## src/rtl/multicycle_pkg.sv

```systemverilog
// Shared encodings for the multicycle controller: FSM states, opcodes,
// ALU operand/op selects and trap causes.
package multicycle_pkg;

  typedef enum logic [2:0] {
    ST_FETCH  = 3'd0,
    ST_DECODE = 3'd1,
    ST_EXEC   = 3'd2,
    ST_MEM    = 3'd3,
    ST_WB     = 3'd4,
    ST_TRAP   = 3'd7
  } state_t;

  localparam logic [6:0] OPC_RTYPE  = 7'b0110011;
  localparam logic [6:0] OPC_IALU   = 7'b0010011;
  localparam logic [6:0] OPC_LOAD   = 7'b0000011;
  localparam logic [6:0] OPC_STORE  = 7'b0100011;
  localparam logic [6:0] OPC_BRANCH = 7'b1100011;

  localparam logic [1:0] ALU_ADD   = 2'b00;
  localparam logic [1:0] ALU_SUB   = 2'b01;
  localparam logic [1:0] ALU_FUNCT = 2'b10;

  localparam logic [1:0] SRCA_PC    = 2'd0;
  localparam logic [1:0] SRCA_OLDPC = 2'd1;
  localparam logic [1:0] SRCA_RS1   = 2'd2;

  localparam logic [1:0] SRCB_RS2  = 2'd0;
  localparam logic [1:0] SRCB_FOUR = 2'd1;
  localparam logic [1:0] SRCB_IMM  = 2'd2;

  localparam logic [1:0] CAUSE_NONE        = 2'd0;
  localparam logic [1:0] CAUSE_ILLEGAL     = 2'd1;
  localparam logic [1:0] CAUSE_MEM_TIMEOUT = 2'd2;

  function automatic logic opc_legal(input logic [6:0] opc);
    return (opc == OPC_RTYPE) || (opc == OPC_IALU) || (opc == OPC_LOAD) ||
           (opc == OPC_STORE) || (opc == OPC_BRANCH);
  endfunction

endpackage

```

## src/rtl/multicycle_ctrl_if.sv

```systemverilog
// Controller <-> datapath bundle: instruction/status inputs, enables,
// selects and retirement/trap status.
interface multicycle_ctrl_if;
  logic [6:0]  opcode;
  logic        zero;
  logic        mem_ready;
  logic        pc_write;
  logic        ir_write;
  logic        mem_read;
  logic        mem_write;
  logic        iord;
  logic        reg_write;
  logic        mem_to_reg;
  logic        pc_src;
  logic [1:0]  alu_src_a;
  logic [1:0]  alu_src_b;
  logic [1:0]  alu_op;
  logic [2:0]  state;
  logic        retire;
  logic [31:0] instret;
  logic        trap;
  logic [1:0]  trap_cause;

  modport master (
    input  opcode, zero, mem_ready,
    output pc_write, ir_write, mem_read, mem_write, iord, reg_write,
           mem_to_reg, pc_src, alu_src_a, alu_src_b, alu_op,
           state, retire, instret, trap, trap_cause
  );

  modport slave (
    output opcode, zero, mem_ready,
    input  pc_write, ir_write, mem_read, mem_write, iord, reg_write,
           mem_to_reg, pc_src, alu_src_a, alu_src_b, alu_op,
           state, retire, instret, trap, trap_cause
  );
endinterface

```

## src/rtl/mem_wait_timer.sv

```systemverilog
// Counts cycles a memory access has waited; expired flags the last
// cycle in which mem_ready may still arrive before a timeout.
module mem_wait_timer #(
  parameter int LIMIT = 16
) (
  input  logic clk,
  input  logic reset,
  input  logic clear,
  input  logic count,
  output logic expired
);

  localparam int W = $clog2(LIMIT + 1);

  logic [W-1:0] cnt_q, cnt_d;

  always_comb begin
    cnt_d = cnt_q;
    if (clear)
      cnt_d = '0;
    else if (count && (cnt_q != W'(LIMIT)))
      cnt_d = cnt_q + 1'b1;
  end

  always_ff @(posedge clk or negedge reset) begin
    if (!reset) cnt_q <= '0;
    else        cnt_q <= cnt_d;
  end

  assign expired = (cnt_q == W'(LIMIT - 1));

endmodule

```

## src/rtl/multicycle_ctrl.sv

```systemverilog
// Multicycle CPU control FSM: fetch/decode/execute/memory/writeback with
// memory-wait timeout, illegal-opcode trap and retired-instruction count.
module multicycle_ctrl
  import multicycle_pkg::*;
#(
  parameter int MEM_TIMEOUT = 16
) (
  input  logic              clk,
  input  logic              reset,
  multicycle_ctrl_if.master bus
);

  state_t      state_q, state_d;
  logic [6:0]  opc_q, opc_d;
  logic [31:0] instret_q, instret_d;
  logic        trap_q, trap_d;
  logic [1:0]  cause_q, cause_d;
  logic        wait_clear, wait_count, wait_expired;

  logic       pc_write, ir_write, mem_read, mem_write, iord;
  logic       reg_write, mem_to_reg, pc_src, retire;
  logic [1:0] alu_src_a, alu_src_b, alu_op;

  always_comb begin
    state_d    = state_q;
    opc_d      = opc_q;
    trap_d     = trap_q;
    cause_d    = cause_q;
    wait_count = 1'b0;
    pc_write   = 1'b0;
    ir_write   = 1'b0;
    mem_read   = 1'b0;
    mem_write  = 1'b0;
    iord       = 1'b0;
    reg_write  = 1'b0;
    mem_to_reg = 1'b0;
    pc_src     = 1'b0;
    retire     = 1'b0;
    alu_src_a  = SRCA_PC;
    alu_src_b  = SRCB_RS2;
    alu_op     = ALU_ADD;

    case (state_q)
      ST_FETCH: begin
        mem_read   = 1'b1;
        alu_src_b  = SRCB_FOUR;
        wait_count = !bus.mem_ready;
        if (bus.mem_ready) begin
          ir_write = 1'b1;
          pc_write = 1'b1;
          state_d  = ST_DECODE;
        end else if (wait_expired) begin
          state_d = ST_TRAP;
          trap_d  = 1'b1;
          cause_d = CAUSE_MEM_TIMEOUT;
        end
      end
      ST_DECODE: begin
        alu_src_a = SRCA_OLDPC;
        alu_src_b = SRCB_IMM;
        opc_d     = bus.opcode;
        if (opc_legal(bus.opcode)) begin
          state_d = ST_EXEC;
        end else begin
          state_d = ST_TRAP;
          trap_d  = 1'b1;
          cause_d = CAUSE_ILLEGAL;
        end
      end
      ST_EXEC: begin
        alu_src_a = SRCA_RS1;
        case (opc_q)
          OPC_RTYPE: begin
            alu_op  = ALU_FUNCT;
            state_d = ST_WB;
          end
          OPC_IALU: begin
            alu_src_b = SRCB_IMM;
            alu_op    = ALU_FUNCT;
            state_d   = ST_WB;
          end
          OPC_LOAD, OPC_STORE: begin
            alu_src_b = SRCB_IMM;
            state_d   = ST_MEM;
          end
          OPC_BRANCH: begin
            alu_op   = ALU_SUB;
            pc_src   = 1'b1;
            pc_write = bus.zero;
            retire   = 1'b1;
            state_d  = ST_FETCH;
          end
          default: begin
            state_d = ST_TRAP;
            trap_d  = 1'b1;
            cause_d = CAUSE_ILLEGAL;
          end
        endcase
      end
      ST_MEM: begin
        iord       = 1'b1;
        mem_read   = (opc_q == OPC_LOAD);
        mem_write  = (opc_q != OPC_LOAD);
        wait_count = !bus.mem_ready;
        if (bus.mem_ready) begin
          if (opc_q == OPC_LOAD) begin
            state_d = ST_WB;
          end else begin
            retire  = 1'b1;
            state_d = ST_FETCH;
          end
        end else if (wait_expired) begin
          state_d = ST_TRAP;
          trap_d  = 1'b1;
          cause_d = CAUSE_MEM_TIMEOUT;
        end
      end
      ST_WB: begin
        reg_write  = 1'b1;
        mem_to_reg = (opc_q == OPC_LOAD);
        retire     = 1'b1;
        state_d    = ST_FETCH;
      end
      ST_TRAP: state_d = ST_TRAP;
      default: state_d = ST_FETCH;
    endcase

    // Held reset must silence the datapath even though state sits at FETCH.
    if (!reset) begin
      pc_write   = 1'b0;
      ir_write   = 1'b0;
      mem_read   = 1'b0;
      mem_write  = 1'b0;
      iord       = 1'b0;
      reg_write  = 1'b0;
      mem_to_reg = 1'b0;
      pc_src     = 1'b0;
      retire     = 1'b0;
      alu_src_a  = 2'd0;
      alu_src_b  = 2'd0;
      alu_op     = 2'd0;
    end

    instret_d = instret_q + {31'd0, retire};
  end

  assign wait_clear = (state_d != state_q) &&
                      ((state_d == ST_FETCH) || (state_d == ST_MEM));

  mem_wait_timer #(.LIMIT(MEM_TIMEOUT)) u_wait (
    .clk     (clk),
    .reset   (reset),
    .clear   (wait_clear),
    .count   (wait_count),
    .expired (wait_expired)
  );

  always_ff @(posedge clk or negedge reset) begin
    if (!reset) begin
      state_q   <= ST_FETCH;
      instret_q <= '0;
      trap_q    <= 1'b0;
      cause_q   <= CAUSE_NONE;
    end else begin
      state_q   <= state_d;
      instret_q <= instret_d;
      trap_q    <= trap_d;
      cause_q   <= cause_d;
    end
  end

  always_ff @(posedge clk) opc_q <= opc_d;

  assign bus.pc_write   = pc_write;
  assign bus.ir_write   = ir_write;
  assign bus.mem_read   = mem_read;
  assign bus.mem_write  = mem_write;
  assign bus.iord       = iord;
  assign bus.reg_write  = reg_write;
  assign bus.mem_to_reg = mem_to_reg;
  assign bus.pc_src     = pc_src;
  assign bus.alu_src_a  = alu_src_a;
  assign bus.alu_src_b  = alu_src_b;
  assign bus.alu_op     = alu_op;
  assign bus.retire     = retire;
  assign bus.state      = state_q;
  assign bus.instret    = instret_q;
  assign bus.trap       = trap_q;
  assign bus.trap_cause = cause_q;

endmodule

```

## src/flat_wrapper.sv

```systemverilog
// flat-port wrapper written by rule: the top's interface ports become plain ports
module multicycle_ctrl_flat import multicycle_pkg::*;
#(
  parameter int MEM_TIMEOUT = 16
)
  (clk, reset, bus_opcode, bus_zero, bus_mem_ready, bus_pc_write, bus_ir_write, bus_mem_read, bus_mem_write, bus_iord, bus_reg_write, bus_mem_to_reg, bus_pc_src, bus_alu_src_a, bus_alu_src_b, bus_alu_op, bus_state, bus_retire, bus_instret, bus_trap, bus_trap_cause);
  multicycle_ctrl_if bus_i ();
  input  logic clk;
  input  logic reset;
  input wire logic [$bits(bus_i.opcode)-1:0] bus_opcode;
  input wire logic [$bits(bus_i.zero)-1:0] bus_zero;
  input wire logic [$bits(bus_i.mem_ready)-1:0] bus_mem_ready;
  output wire logic [$bits(bus_i.pc_write)-1:0] bus_pc_write;
  output wire logic [$bits(bus_i.ir_write)-1:0] bus_ir_write;
  output wire logic [$bits(bus_i.mem_read)-1:0] bus_mem_read;
  output wire logic [$bits(bus_i.mem_write)-1:0] bus_mem_write;
  output wire logic [$bits(bus_i.iord)-1:0] bus_iord;
  output wire logic [$bits(bus_i.reg_write)-1:0] bus_reg_write;
  output wire logic [$bits(bus_i.mem_to_reg)-1:0] bus_mem_to_reg;
  output wire logic [$bits(bus_i.pc_src)-1:0] bus_pc_src;
  output wire logic [$bits(bus_i.alu_src_a)-1:0] bus_alu_src_a;
  output wire logic [$bits(bus_i.alu_src_b)-1:0] bus_alu_src_b;
  output wire logic [$bits(bus_i.alu_op)-1:0] bus_alu_op;
  output wire logic [$bits(bus_i.state)-1:0] bus_state;
  output wire logic [$bits(bus_i.retire)-1:0] bus_retire;
  output wire logic [$bits(bus_i.instret)-1:0] bus_instret;
  output wire logic [$bits(bus_i.trap)-1:0] bus_trap;
  output wire logic [$bits(bus_i.trap_cause)-1:0] bus_trap_cause;
  assign bus_i.opcode = bus_opcode;
  assign bus_i.zero = bus_zero;
  assign bus_i.mem_ready = bus_mem_ready;
  assign bus_pc_write = bus_i.pc_write;
  assign bus_ir_write = bus_i.ir_write;
  assign bus_mem_read = bus_i.mem_read;
  assign bus_mem_write = bus_i.mem_write;
  assign bus_iord = bus_i.iord;
  assign bus_reg_write = bus_i.reg_write;
  assign bus_mem_to_reg = bus_i.mem_to_reg;
  assign bus_pc_src = bus_i.pc_src;
  assign bus_alu_src_a = bus_i.alu_src_a;
  assign bus_alu_src_b = bus_i.alu_src_b;
  assign bus_alu_op = bus_i.alu_op;
  assign bus_state = bus_i.state;
  assign bus_retire = bus_i.retire;
  assign bus_instret = bus_i.instret;
  assign bus_trap = bus_i.trap;
  assign bus_trap_cause = bus_i.trap_cause;
  multicycle_ctrl #(.MEM_TIMEOUT(MEM_TIMEOUT)) u_core (.clk(clk), .reset(reset), .bus(bus_i));
endmodule
```

## config.mk

```make
export PLATFORM = sky130hd
export DESIGN_NAME = multicycle_ctrl_flat
export DESIGN_NICKNAME = d
export VERILOG_FILES = /design/src/rtl/multicycle_pkg.sv /design/src/rtl/multicycle_ctrl_if.sv /design/src/rtl/mem_wait_timer.sv /design/src/rtl/multicycle_ctrl.sv /design/src/flat_wrapper.sv
export SDC_FILE = /design/constraint.sdc
export NUM_CORES = 1
export LEC_CHECK = 0
export ABC_CLOCK_PERIOD_IN_PS = 7500
export CAP_MARGIN = 10
export CORE_MARGIN = 5
export CORE_UTILIZATION = 45
export CTS_BUF_LIST = sky130_fd_sc_hd__clkbuf_16
export DETAILED_ROUTE_END_ITERATION = 8
export PLACE_DENSITY = 0.74
export SKIP_LAST_GASP = 1
export SLEW_MARGIN = 5
export SYNTH_ARGS = -nofsm -noshare
export SYNTH_HDL_FRONTEND = slang
export SYNTH_SLANG_ARGS = --single-unit
```

## constraint.sdc

```tcl
create_clock -name clk -period 7.5 [get_ports clk]
set_input_delay 0.75 -clock clk [delete_from_list [all_inputs] [get_ports clk]]
set_output_delay 0.75 -clock clk [all_outputs]
set_load 0.005 [all_outputs]
```

==> results by group <==
Global route
  – First-pass GRT wire length: 9.54 mm
  – Initial antenna violation count: 0
  – GRT overflow: 0
  – Largest net degree at the start of global routing: 47
  – Total GRT Usage: 16.0%
  – Vias in the first global route: 1941

Logic synthesis
  – Synthesized flop and latch total: 50
  – Synth unique cells: 41
  – Yosys warns: 0
  – Cell accounting for the most synthesized area: dfrtp_1
  – Synthesized Nets: 255
  – Commonest cells in the netlist: dfrtp_1, nand2_1, nor2_1
  – Synth top area share: 42.0%
  – Post-synthesis cell count: 239
  – Number of synthesized flops with an enable pin: 7
  – Main synth FF type: dfrtp_1
  – Dominant cells by area after synthesis: dfrtp_1, edfxtp_1, xnor2_1
  – Asr flop ratio synth: 86.0%
  – Most common cell in the netlist: dfrtp_1
  – Synthesized area per cell: 10.7 sq um
  – Synthesized cell area: 0.00256 sq mm
  – Sequential area share after synthesis: 50.2%

Floorplanning
  – Die H: 85.4 um
  – Die X: 85.4 um
  – Effective utilization at floorplan: 46.5%
  – Area of the core: 0.00551 sq mm
  – FP Rows: 27
  – # IOs: 64
  – Total die area: 0.00730 sq mm

Timing
  – Worst slew pin tran: 0.576 ns
  – RSZ-0062 raised after global routing: no
  – Hold WS: 0.464 ns
  – Max-slew headroom: 61.6%
  – # setup viols final: 0
  – Worst clock skew: 0.00447 ns
  – Final Hold Vio Count: 0
  – Final period util: 46.0%
  – Setup TNS: 0 ns
  – Achievable frequency: 0.290 GHz
  – Slew Limit Fails: 0
  – Crit path time final: 3.45 ns

Clock tree
  – CTS resizes: 0
  – Buffer count from post-CTS setup fixing: 0
  – CTS max path bufs: 2
  – Clock Pin Slew Worst Setup and Hold Paths: 0.06 ns
  – Hold_buf cts: 0
  – Number of H-tree levels: 2
  – Clock Root Buffer: clkbuf_16
  – Clock sink total: 50
  – TritonCTS clock tree: built
  – Clock Latency Late Sink: 0.29 ns
  – Number of CTS-inserted buffers: 5

Power
  – Leak pwr: 1.53 nW
  – VDD IR max: 0.136 mV
  – Pwr dens: 268 mW/mm^2
  – Final Total Pwr: 0.927 mW

Placement
  – Post-DP HPWL: 4.03 mm
  – Final Wtd Congestion: 0.785
  – Placed Cells: 371
  – IO Port Bufs: 63

Critical path
  – Worst R2R End: u_core.bus.instret[26]$_DFF_PN0_
  – CP Max Fanout: 46
  – Crit path max-delay family: simple AND/OR/NAND/NOR gates
  – CP Capture Type: flip-flop
  – Most common cell on crit path: nand2_1
  – Depth of the most critical reg-to-reg path: 12
  – Kind of critical path: input port to flip-flop
  – CP Launch Type: input port
  – R2R Path Start: u_core.bus.state[0]$_DFF_PN0_
  – WP data required: 7.67 ns
  – CP max stage cell: buf_4
  – Setup crit start: reset
  – Worst path arrival time: 3.61 ns
  – Critical Path Sink: u_core.bus.instret[26]$_DFF_PN0_
  – CP peak stage delay: 0.46 ns
  – Stages on the worst setup path: 14
  – Count of buffer and inverter cells on the critical path: 2
  – Reg-to-reg slack, setup: 4.38 ns
  – Critical-path cell list: buf_2 -> buf_4 -> nand2b_1 -> nor2_1 -> nand2_1 -> nor2_1 -> a211o_1 -> ha_1 -> ha_1 -> nand2_1 -> nor4_4 -> and4_1 -> nand2_1 -> xnor2_1

Route
  – DR vias: 1961
  – Drt via density: 5.17
  – DR WL/cell: 14.3 um
  – Remaining antenna violation count: 0
  – 1st-iter DRT viols: 61
  – Routed WL: 5.43 mm
  – Drt drc: 0
  – First-pass iteration count of the detailed router: 4

Cells and area
  – Nets@finish: 322
  – Share of cells above drive strength 1: 6.84%
  – Layout Cells excl Fill: 379
  – Area growth from synthesis to layout: 34.9%
  – Fillers: 469
  – Antenna Cells: 0

Run status
  – Status: complete, no violations

Min path
  – HP Class: flip-flop to flip-flop

Job
  – MaxCap Viol Count: 0
==> metrics by stage <==
step           area (sq um)  setup WS (ns)  utilization, %
2_1_floorplan          2560           4.65               -
3_3_place_gp           3270           3.85            59.3
3_5_place_dp           3270           3.73            59.3
4_1_cts                3460           3.99            62.8
5_1_grt                3460           3.60            62.8
6_report               3460           4.05            62.8
==> registers in the layout (all words and copies together), names as in the netlist <==
signal                 count
u_core.bus.state           3
u_core.opc_q               7
u_core.bus.instret        32
u_core.u_wait.cnt_q        5
u_core.bus.trap            1
u_core.bus.trap_cause      2
==> worst reg2reg max path, stage by stage, from the launching register on <==
cell and delay (ns):
dfrtp_1 0.59, nand2b_1 0.30, nor2_1 0.19, nand2_1 0.11
nor2_1 0.15, a211o_1 0.15, ha_1 0.22, ha_1 0.32
nand2_1 0.13, nor4_4 0.33, and4_1 0.29, nand2_1 0.08
xnor2_1 0.14
==> logic make-up (layout without fill, tap and decap cells) <==
kind of cell	after synthesis	in the layout	synth area share [%]
AOI/OAI and AO/OA	20	20	6.64
and+or+nand+nor	115	115	26.5
muxes	2	2	0.782
adders and majority gates	5	5	2.44
DFF	50	50	50.2
xor gates and xnor gates	33	33	11.3
buffers and inverters	14	82	2.15
==> how the worst min path moves through the flow <==
stage                                startpoint                          endpoint  slack (ns)  cells past startpoint
3_5_place_dp        u_core.bus.trap$_DFFE_PN0P_       u_core.bus.trap$_DFFE_PN0P_        0.45                      1
6_report            u_core.bus.trap$_DFFE_PN0P_       u_core.bus.trap$_DFFE_PN0P_        0.46                      1
4_1_cts             u_core.bus.trap$_DFFE_PN0P_       u_core.bus.trap$_DFFE_PN0P_        0.47                      1
3_3_place_gp        u_core.bus.trap$_DFFE_PN0P_       u_core.bus.trap$_DFFE_PN0P_        0.46                      1
5_1_grt        u_core.bus.instret[31]$_DFF_PN0_  u_core.bus.instret[31]$_DFF_PN0_        0.48                      1
2_1_floorplan                             reset   u_core.bus.instret[0]$_DFF_PN0_        0.45                      0
==> cell type report <==
class	count	area (sq um)	area share [%]
clock buffer	5	125	3.62
clock inverter	3	63.8	1.85
inverter	10	37.5	1.09
multi-input combinational	175	1220	35.3
sequential	50	1290	37.2
tap	72	90.1	2.61
timing repair buffer	64	633	18.3
==> report_power, final <==
group / total, mW / internal, mW / switching (mW) / leakage (nW)
registers: 0.372 / 0.313 / 0.0588 / 0.636
clock network: 0.286 / 0.190 / 0.0956 / 0.0915
logic: 0.270 / 0.144 / 0.126 / 0.801
==> cells in the final DEF (no fill, tap or decap), types with 5 or more instances in the layout <==
| master | Yosys | layout |
|---|---|---|
| nand4_1 | 6 | 6 |
| nand3_1 | 12 | 12 |
| dfrtp_1 | 43 | 43 |
| ha_1 | 5 | 5 |
| nor2_1 | 22 | 22 |
| nor3_1 | 10 | 10 |
| and2_1 | 5 | 5 |
| xor2_1 | 12 | 12 |
| and3_1 | 7 | 7 |
| nand2_1 | 22 | 22 |
| clkbuf_16 | 0 | 5 |
| clkdlybuf4s50_1 | 0 | 62 |
| xnor2_1 | 21 | 21 |
| nand2b_1 | 9 | 9 |
| edfxtp_1 | 7 | 7 |
| a21oi_1 | 6 | 6 |
| inv_1 | 10 | 10 |
==> routing by layer <==
metal | wire length [um] | share of wire [%] | track usage [%]
met5 | 0 | 0 | 0
met3 | 351 | 6.5 | 4.27
met1 | 2430 | 45 | 21.3
met4 | 51 | 0.94 | 4.32
met2 | 2600 | 48 | 25.6
Note: power is estimated with default switching activity, not from simulation.
